File: src/rtl/uart_rx_pkg.sv
`default_nettype none
// +----------------------------------------------------------------------+
// | uart_rx_pkg                                                          |
// | Shared constants, state encodings and helpers for the UART frame     |
// | loader: start-of-frame marker bytes, byte/frame FSM states, and the  |
// | oversample divider calculation.                                      |
// | Rev 1.0 - initial release                                            |
// +----------------------------------------------------------------------+
package uart_rx_pkg;

  localparam logic [7:0] SOF0 = 8'hAA;
  localparam logic [7:0] SOF1 = 8'h55;

  typedef enum logic [1:0] {IDLE, START, DATA, STOP} byte_state_t;

  typedef enum logic [1:0] {WAIT_SOF0, WAIT_SOF1, PAYLOAD, CHKSUM} frame_state_t;

  // Clocks per 16x oversample tick (integer division).
  function automatic int baud_div(input int clk_hz, input int baud);
    return clk_hz / (baud * 16);
  endfunction

endpackage
`default_nettype wire

File: src/rtl/uart_rx_byte.sv
`default_nettype none
// +----------------------------------------------------------------------+
// | uart_rx_byte                                                         |
// | 8N1 UART byte receiver: 2-FF synchronizer (preset high), 16x         |
// | oversample tick generator and start/data/stop byte FSM.              |
// | Ports:                                                               |
// |   clk        in   system clock                                       |
// |   reset      in   asynchronous active-low reset                      |
// |   rx         in   serial input, idle high, asynchronous              |
// |   data       out  received byte (valid with byte_valid)              |
// |   byte_valid out  1-clk pulse: byte received with good stop bit      |
// |   ferr       out  1-clk pulse: stop bit sampled low, byte dropped    |
// | Rev 1.0 - initial release                                            |
// +----------------------------------------------------------------------+
module uart_rx_byte
  import uart_rx_pkg::*;
#(
  parameter int DIV = 54
) (
  input  logic       clk,
  input  logic       reset,
  input  logic       rx,
  output logic [7:0] data,
  output logic       byte_valid,
  output logic       ferr
);

  localparam int DW = (DIV > 1) ? $clog2(DIV) : 1;

  logic [1:0]    sync;
  logic          rx_s;
  logic [DW-1:0] div_cnt;
  logic          tick;

  byte_state_t state, state_d;
  logic [3:0]  tcnt, tcnt_d;
  logic [2:0]  bcnt, bcnt_d;
  logic [7:0]  shreg, shreg_d;
  logic        wait_hi, wait_hi_d;
  logic        bv_d, fe_d;

  assign rx_s = sync[1];
  assign data = shreg;

  always_ff @(posedge clk or negedge reset) begin
    if (!reset) sync <= 2'b11;
    else        sync <= {sync[0], rx};
  end

  // Divider is held in IDLE so tick phase is aligned to the start edge.
  assign tick = (div_cnt == DW'(DIV - 1));

  always_ff @(posedge clk or negedge reset) begin
    if (!reset)                      div_cnt <= '0;
    else if (state == IDLE || tick)  div_cnt <= '0;
    else                             div_cnt <= div_cnt + 1'b1;
  end

  always_ff @(posedge clk or negedge reset) begin
    if (!reset) begin
      state      <= IDLE;
      tcnt       <= 4'd0;
      bcnt       <= 3'd0;
      shreg      <= 8'd0;
      wait_hi    <= 1'b0;
      byte_valid <= 1'b0;
      ferr       <= 1'b0;
    end else begin
      state      <= state_d;
      tcnt       <= tcnt_d;
      bcnt       <= bcnt_d;
      shreg      <= shreg_d;
      wait_hi    <= wait_hi_d;
      byte_valid <= bv_d;
      ferr       <= fe_d;
    end
  end

  always_comb begin
    state_d   = state;
    tcnt_d    = tcnt;
    bcnt_d    = bcnt;
    shreg_d   = shreg;
    wait_hi_d = wait_hi;
    bv_d      = 1'b0;
    fe_d      = 1'b0;
    case (state)
      IDLE: begin
        tcnt_d    = 4'd0;
        bcnt_d    = 3'd0;
        wait_hi_d = 1'b0;
        if (!rx_s) state_d = START;
      end
      START: begin
        if (tick) begin
          if (tcnt == 4'd7) begin
            tcnt_d  = 4'd0;
            // Line back high at mid start bit: treat as a glitch.
            state_d = rx_s ? IDLE : DATA;
          end else begin
            tcnt_d = tcnt + 4'd1;
          end
        end
      end
      DATA: begin
        if (tick) begin
          if (tcnt == 4'd15) begin
            tcnt_d  = 4'd0;
            shreg_d = {rx_s, shreg[7:1]};
            bcnt_d  = bcnt + 3'd1;
            if (bcnt == 3'd7) state_d = STOP;
          end else begin
            tcnt_d = tcnt + 4'd1;
          end
        end
      end
      STOP: begin
        if (wait_hi) begin
          // After a framing error, hold off until the line returns idle
          // so the low stop bit is not mistaken for a new start bit.
          if (rx_s) state_d = IDLE;
        end else if (tick) begin
          if (tcnt == 4'd15) begin
            tcnt_d = 4'd0;
            if (rx_s) begin
              bv_d    = 1'b1;
              state_d = IDLE;
            end else begin
              fe_d      = 1'b1;
              wait_hi_d = 1'b1;
            end
          end else begin
            tcnt_d = tcnt + 4'd1;
          end
        end
      end
      default: state_d = IDLE;
    endcase
  end

endmodule
`default_nettype wire

File: src/rtl/uart_rx_frame_loader.sv
`default_nettype none
// +----------------------------------------------------------------------+
// | uart_rx_frame_loader                                                 |
// | Receives an AA 55 framed image byte stream over UART and writes the  |
// | IMG_W*IMG_H payload bytes to a frame-buffer RAM port in raster order.|
// | Optional feature macro: RX_CHECKSUM_EN (trailing XOR checksum byte). |
// | Ports:                                                               |
// |   clk        in   system clock                                       |
// |   reset      in   asynchronous active-low reset                      |
// |   rx         in   UART serial input, idle high                       |
// |   wr_en      out  1-clk RAM write strobe                             |
// |   wr_addr    out  RAM address 0..IMG_W*IMG_H-1                       |
// |   wr_data    out  pixel byte                                         |
// |   busy       out  frame in progress                                  |
// |   frame_done out  1-clk pulse: frame complete                        |
// |   frame_err  out  sticky framing/checksum error, cleared on SOF      |
// | Rev 1.0 - initial release                                            |
// +----------------------------------------------------------------------+
module uart_rx_frame_loader
  import uart_rx_pkg::*;
#(
  parameter int CLK_HZ = 100_000_000,
  parameter int BAUD   = 115200,
  parameter int IMG_W  = 172,
  parameter int IMG_H  = 240,
  parameter int ADDR_W = 16
) (
  input  logic              clk,
  input  logic              reset,
  input  logic              rx,
  output logic              wr_en,
  output logic [ADDR_W-1:0] wr_addr,
  output logic [7:0]        wr_data,
  output logic              busy,
  output logic              frame_done,
  output logic              frame_err
);

  localparam int                DIV  = baud_div(CLK_HZ, BAUD);
  localparam int                NPIX = IMG_W * IMG_H;
  localparam logic [ADDR_W-1:0] LAST = ADDR_W'(NPIX - 1);

  logic [7:0] rx_byte;
  logic       byte_valid;
  logic       ferr;

  uart_rx_byte #(.DIV(DIV)) u_rx (
    .clk        (clk),
    .reset      (reset),
    .rx         (rx),
    .data       (rx_byte),
    .byte_valid (byte_valid),
    .ferr       (ferr)
  );

  frame_state_t      state, state_d;
  logic [ADDR_W-1:0] count;
  logic              done_pend;
  logic              start_frame, take, drop, finish_ok, finish_bad;

`ifdef RX_CHECKSUM_EN
  logic [7:0] csum;

  always_ff @(posedge clk or negedge reset) begin
    if (!reset)           csum <= 8'd0;
    else if (start_frame) csum <= 8'd0;
    else if (take)        csum <= csum ^ rx_byte;
  end
`endif

  always_ff @(posedge clk or negedge reset) begin
    if (!reset) state <= WAIT_SOF0;
    else        state <= state_d;
  end

  always_comb begin
    state_d     = state;
    start_frame = 1'b0;
    take        = 1'b0;
    drop        = 1'b0;
    finish_ok   = 1'b0;
    finish_bad  = 1'b0;
    case (state)
      WAIT_SOF0: begin
        if (byte_valid && rx_byte == SOF0) state_d = WAIT_SOF1;
      end
      WAIT_SOF1: begin
        if (byte_valid) begin
          if (rx_byte == SOF1) begin
            state_d     = PAYLOAD;
            start_frame = 1'b1;
          end else if (rx_byte != SOF0) begin
            state_d = WAIT_SOF0;
          end
        end
      end
      PAYLOAD: begin
        if (byte_valid || ferr) begin
          take = byte_valid;
          drop = ferr;
          if (count == LAST) begin
`ifdef RX_CHECKSUM_EN
            state_d = CHKSUM;
`else
            state_d   = WAIT_SOF0;
            finish_ok = 1'b1;
`endif
          end
        end
      end
`ifdef RX_CHECKSUM_EN
      CHKSUM: begin
        if (byte_valid) begin
          state_d = WAIT_SOF0;
          if (rx_byte == csum) finish_ok  = 1'b1;
          else                 finish_bad = 1'b1;
        end else if (ferr) begin
          state_d    = WAIT_SOF0;
          finish_bad = 1'b1;
        end
      end
`endif
      default: state_d = WAIT_SOF0;
    endcase
  end

  // done_pend delays frame_done so it lands one clock after the last wr_en.
  always_ff @(posedge clk or negedge reset) begin
    if (!reset) begin
      wr_en      <= 1'b0;
      wr_addr    <= '0;
      wr_data    <= 8'd0;
      busy       <= 1'b0;
      frame_done <= 1'b0;
      frame_err  <= 1'b0;
      count      <= '0;
      done_pend  <= 1'b0;
    end else begin
      wr_en      <= take;
      done_pend  <= finish_ok;
      frame_done <= done_pend;
      if (start_frame) begin
        busy      <= 1'b1;
        wr_addr   <= '0;
        frame_err <= 1'b0;
        count     <= '0;
      end
      if (take) begin
        wr_data <= rx_byte;
        wr_addr <= count;
      end
      // Dropped bytes still consume an address to keep raster alignment.
      if (take || drop) count <= count + 1'b1;
      if (drop) frame_err <= 1'b1;
      if (finish_bad) begin
        frame_err <= 1'b1;
        busy      <= 1'b0;
      end
      if (done_pend) busy <= 1'b0;
    end
  end

endmodule
`default_nettype wire

File: config.mk
export PLATFORM = sky130hd
export DESIGN_NAME = uart_rx_frame_loader
export DESIGN_NICKNAME = d
export VERILOG_FILES = /design/src/rtl/uart_rx_pkg.sv /design/src/rtl/uart_rx_byte.sv /design/src/rtl/uart_rx_frame_loader.sv
export SDC_FILE = /design/constraint.sdc
export NUM_CORES = 1
export LEC_CHECK = 0
export CORE_AREA = 2 2 121 123
export CTS_CLUSTER_DIAMETER = 50
export DETAILED_ROUTE_END_ITERATION = 12
export DIE_AREA = 0 0 123 125
export PLACE_DENSITY = 0.49
export SLEW_MARGIN = 20
export SYNTH_ARGS = -nofsm -noshare
export SYNTH_HDL_FRONTEND = slang
export SYNTH_HIERARCHICAL = 1
export SYNTH_SLANG_ARGS = --single-unit
File: constraint.sdc
create_clock -name clk -period 2.7 [get_ports clk]
set_clock_uncertainty 0.15 [all_clocks]
set_input_delay 0.27 -clock clk [delete_from_list [all_inputs] [get_ports clk]]
set_output_delay 0.27 -clock clk [all_outputs]
set_load 0.02 [all_outputs]
### Word-level counts from Yosys, hierarchy flattened

Index checks and enable logic that the tools add are counted.

| word-level totals | value |
|---|---|
| bits in registers | 75 |
| output and inout port bits | 28 |
| word-level logic and storage cells | 124 |
| input port bits | 3 |

| cells by class | value |
|---|---|
| reductions and logical operators | 17 |
| add/sub/neg operators | 4 |
| equality and inequality tests | 27 |
| multiplexer cells | 58 |

Operators with widths:

| cell | number |
|---|---|
| $mux W16 | 3 |
| $mux W2 | 17 |
| $mux W1 | 25 |
| $mux W4 | 5 |
| $add A16 B1 Y16 const B | 1 |
| $eq A16 B16 Y1 const B | 1 |
| $pmux W4 S4 | 1 |
| $ne A2 B1 Y1 const B | 6 |
| $reduce_bool A2 Y1 | 6 |
| $ne A2 B2 Y1 const B | 5 |
| $eq A8 B7 Y1 const B | 1 |
| $eq A8 B8 Y1 const B | 1 |
| $ne A8 B8 Y1 const B | 1 |
| $pmux W2 S4 | 1 |
| $reduce_and A8 Y1 | 1 |
| $add A6 B1 Y6 const B | 1 |
| $eq A2 B2 Y1 const B | 3 |
| $eq A6 B6 Y1 const B | 1 |
| $mux W3 | 2 |
| $mux W6 | 1 |
| $ne A3 B1 Y1 const B | 2 |
| $pmux W2 S3 | 1 |
| $pmux W3 S2 | 1 |
| $reduce_and A3 Y1 | 2 |
| other kinds (13) | 17 |

### Depth between registers and ports, before layout

| depth | value |
|---|---|
| depth after elaboration | 6 |
| gate-level depth with buffers | 8 |
| mapped depth without buffers | 7 |

### By module

Netlist, hierarchy kept.

By module, submodules not included:

| module | cells each | area each (um^2) | instances |
|---|---|---|---|
| uart_rx_frame_loader | 183 | 2072.0 | 1 |
| uart_rx_byte | 120 | 1362.6 | 1 |

### Worst setup path after synthesis

No wires, ideal clock.

| timing | value |
|---|---|
| path type | register -> register |
| start point | register count[0] |
| end point | register count[12] |
| setup slack | 701 ps |
| cell stages (with the launch flop) | 6 |
| clock period less this slack | 1999 ps |
| arrival | 1780 ps |
| buffers on the path | 0 |
| cells stage by stage | dfrtp_1 > ha_1 > nand3_1 > or4_4 > or4_1 > nand3_1 |

| between the ends | value |
|---|---|
| cells in the longest elaborated chain, start to end | 2 |

RTL lines:

| what | RTL line | text |
|---|---|---|
| from (decl) | uart_rx_frame_loader.sv:57 | `logic [ADDR_W-1:0] count;` |
| from (signal assigned) | uart_rx_frame_loader.sv:153 | `if (take \|\| drop) count <= count + 1'b1;` |
| $add A16 B1 Y16 | uart_rx_frame_loader.sv:153 |  |
| $mux W16 | uart_rx_frame_loader.sv:153 |  |

Every way passes these cells.
A chain may end at the register's enable or synchronous reset.

### Worst setup path in the final report

Same ends and word-level chain as after synthesis.

==> results.cfg <==
[power]
p_comb_frac = 0.011
p_sw_frac = 0.204
p_leak_nw = 1.83
power_frac_seq = 0.509
p_switching_mw = 0.452
internal-power_mw = 1.77
power_density_nw_per_um2 = 528
vdd_drop_max_mv = 0.284
p_clk_frac = 0.480
total_power_mw = 2.22

[clock_network]
cts_sinks = 75
path_clk_slew_ns = 0.06
numCtsBuffers = 9
cts_max_level = 3
postCtsSetupRepairBufs = 0
cts_repair_resize_count = 0
clk_latency_ns = 0.33
root_buffer = clkbuf_16
clockBufferDepth = 2
cts_tree = done

[place]
gp_congestion = 0.793
portBuffers = 30
dp_hpwl_mm = 4.96

[drt]
antenna_left = 0
top_layer_used = met4
wl_per_cell_um = 13.7
wl_met1_mm = 3.48
vias_per_cell = 4.59
drc = 0
drt-pass1-iter-count = 4
via_count = 2421
met2WireLength_mm = 3.39
drtIter0Drc = 89
wl_met3_um = 243
routed_wl_mm = 7.22

[global_routing]
grt_overflow = 0
grt_start_max_net_pins = 76
grt_pass1_wl_mm = 12.3
grtUsageTotal = 0.103
grt_pass1_vias = 2468
antenna_found_initial = 0

[flow_run]
drv_cap = 0

[hold_path]
hold_class = input pin to register
hp-start = rx
holdPathStages = 1

[worst_setup_path]
crit_top_cell = nand3_1
path_cells = ha_1, nand3_1, or4_4, or4_1, nand3_1
startpoint = count[0]$_DFFE_PN0P_
start_kind = register
reg2reg_depth = 5
cp_slowest_stage_delay_ns = 0.60
cp_data_required_time_ns = 2.81
r2r_start = count[0]$_DFFE_PN0P_
cp_slowest_cell = or4_4
arrival_ns = 2.27
cp_max_fo = 5
cp-end-kind = register
crit_type = register to register

[cells_and_area]
num-fill-cells = 1498
drive_above_1_share = 0.145
layout_common_cells = 73 x dfrtp_1, 29 x clkdlybuf4s50_1, 26 x nand2_1
mostFrequentLayoutCell = dfrtp_1
multiInputGateArea_um2 = 1460
seq_area_um2 = 1880
n_antenna_cell = 0
area_growth_pct = 22.4
nets = 353

[sta]
grt_setup_unrepaired = no
fin_crit_ns = 2.15
worstMarginPinSlew_ns = 0.940
fmax_ghz = 0.464
tns_ns = 0
hold_viol_final = 0
fin_crit_sh = 0.798
report.final.slew_viol_count = 0
final-setup-viol-count = 0
relSlewSlack = 0.374

[floorplan]
num_io_pins = 31
die_y_um = 125
die_x_um = 123
coreArea_um2 = 14200
rows = 44
initial_core_util = 0.242
die_area_um2 = 15400

[logic_synthesis]
syn_inst = 303
synth_seq_cells = 75
synth_ff_type = dfrtp_1
postSynth.asyncResetShare = 1.00
synth_area_leaders = dfrtp_1 53%, mux2_2 5.2%, a22o_1 4.3%, ha_1 3.6%, nand3_1 2.9%
yosys_warnings = 6
ys_seq_area_frac = 0.547
netlist.area_leader.share = 0.532
yosys.area.top_type = dfrtp_1
synth_nets = 316
yosysUniqueCellTypes = 54
syn-cell-area_um2 = 3430
synth_edf_count = 0
syn_area_per_cell_um2 = 11.3

[status]
outcome = finished clean
cell usage after synthesis, types with 2 or more instances:
library cell  number
a21oi_1            6
nand2b_1           6
a22o_1            17
nand3b_1           2
or4_4              2
mux2i_1            5
xnor2_1            4
nor2b_1            3
ha_1              10
nor2_1            21
dfrtp_1           73
nand2_2            2
buf_6              3
nand2_1           26
nand4bb_1          3
nand4_1            3
clkbuf_1           4
or3_1              2
nor4_1             4
inv_1              9
o211ai_1           3
and3_1             2
mux2_2            16
nor3_1             7
dfstp_2            2
o21ai_0           10
or4_1              4
xor2_1             3
a31oi_1            4
nand3_1           20
nand3_2            2
nor4bb_1           2
buf_4              2
layer usage:
metal	GRT usage	vias up
met4	0.0441	0
met3	0.0342	9
met5	0	-
met1	0.130	1192
li1	-	1184
met2	0.162	36
critical path: cells and delay by family (launching register included):
kind,cells,cell delay [ns]
AND/OR/NAND/NOR,4,1.28
flip-flops,1,0.42
adder cells (fa/ha/maj),1,0.24
flip-flops by register name (all words and copies together) (netlist names), 2 cells and up, named ones only:
register and flops:
state 2, u_rx/tcnt 4, u_rx/div_cnt 6, u_rx/data 8, count 16, u_rx/sync 2, wr_addr 16, u_rx/bcnt 3
wr_data 8
cells by family (layout without fill, tap and decap cells):
logic type	after synthesis	count (layout)	synth area share
and+or+nand+nor	116	116	0.184
DFF	75	75	0.547
AOI/OAI and AO/OA	55	55	0.118
muxes	21	21	0.0670
buffers and inverters	19	60	0.0299
adders and majority gates	10	10	0.0364
xor gates and xnor gates	7	7	0.0179
power by group through the flow:
stage               Combinational, mW  Sequential [mW]  Clock, mW
detailed placement             0.0266             1.15          0
floorplan                    0.000569             1.15          0
global placement               0.0261             1.15          0
global route                   0.0305             1.13       1.15
CTS                            0.0276             1.13       1.11
finish                         0.0248             1.13       1.07
through the flow:
| step | hold WS [ns] | instances | utilization | setup WS (ns) | area (um^2) |
|---|---|---|---|---|---|
| after floorplan | -0.176 | 303 | - | 0.701 | 3430 |
| final | 0.196 | 528 | 0.296 | 0.547 | 4210 |
| after global placement | 0.196 | 512 | 0.277 | 0.602 | 3930 |
| after global routing | 0.186 | 528 | 0.296 | 0.421 | 4210 |
| after detailed placement | 0.197 | 512 | 0.277 | 0.578 | 3930 |
| after CTS | 0.182 | 528 | 0.296 | 0.554 | 4210 |
final timing paths:
| kind | slack, ns | end |
|---|---|---|
| max | 0.55 | count[12]$_DFFE_PN0P_ |
| max reg2reg | 0.55 | count[12]$_DFFE_PN0P_ |
| max in group asynchronous | 1.30 | count[7]$_DFFE_PN0P_ |
| min in group asynchronous | 0.47 | wr_en$_DFF_PN0_ |
| min reg2reg | 0.20 | u_rx/sync[1]$_DFF_PN1_ |
| min | 0.20 | u_rx/sync[0]$_DFF_PN1_ |
area by class of cell:
class,instances,area share
Multi-Input combinational cell,209,0.346
Clock inverter,3,0.00357
Inverter,9,0.00803
Tap cell,184,0.0547
Clock buffer,12,0.0586
Timing Repair Buffer,36,0.0821
Sequential cell,75,0.447
repair_timing:
action,CTS,global route
setup endpoints to repair,0,0
hold endpoints to repair,73,0
hold buffers,1,0
No activity file was read; power rests on OpenSTA's default activity.
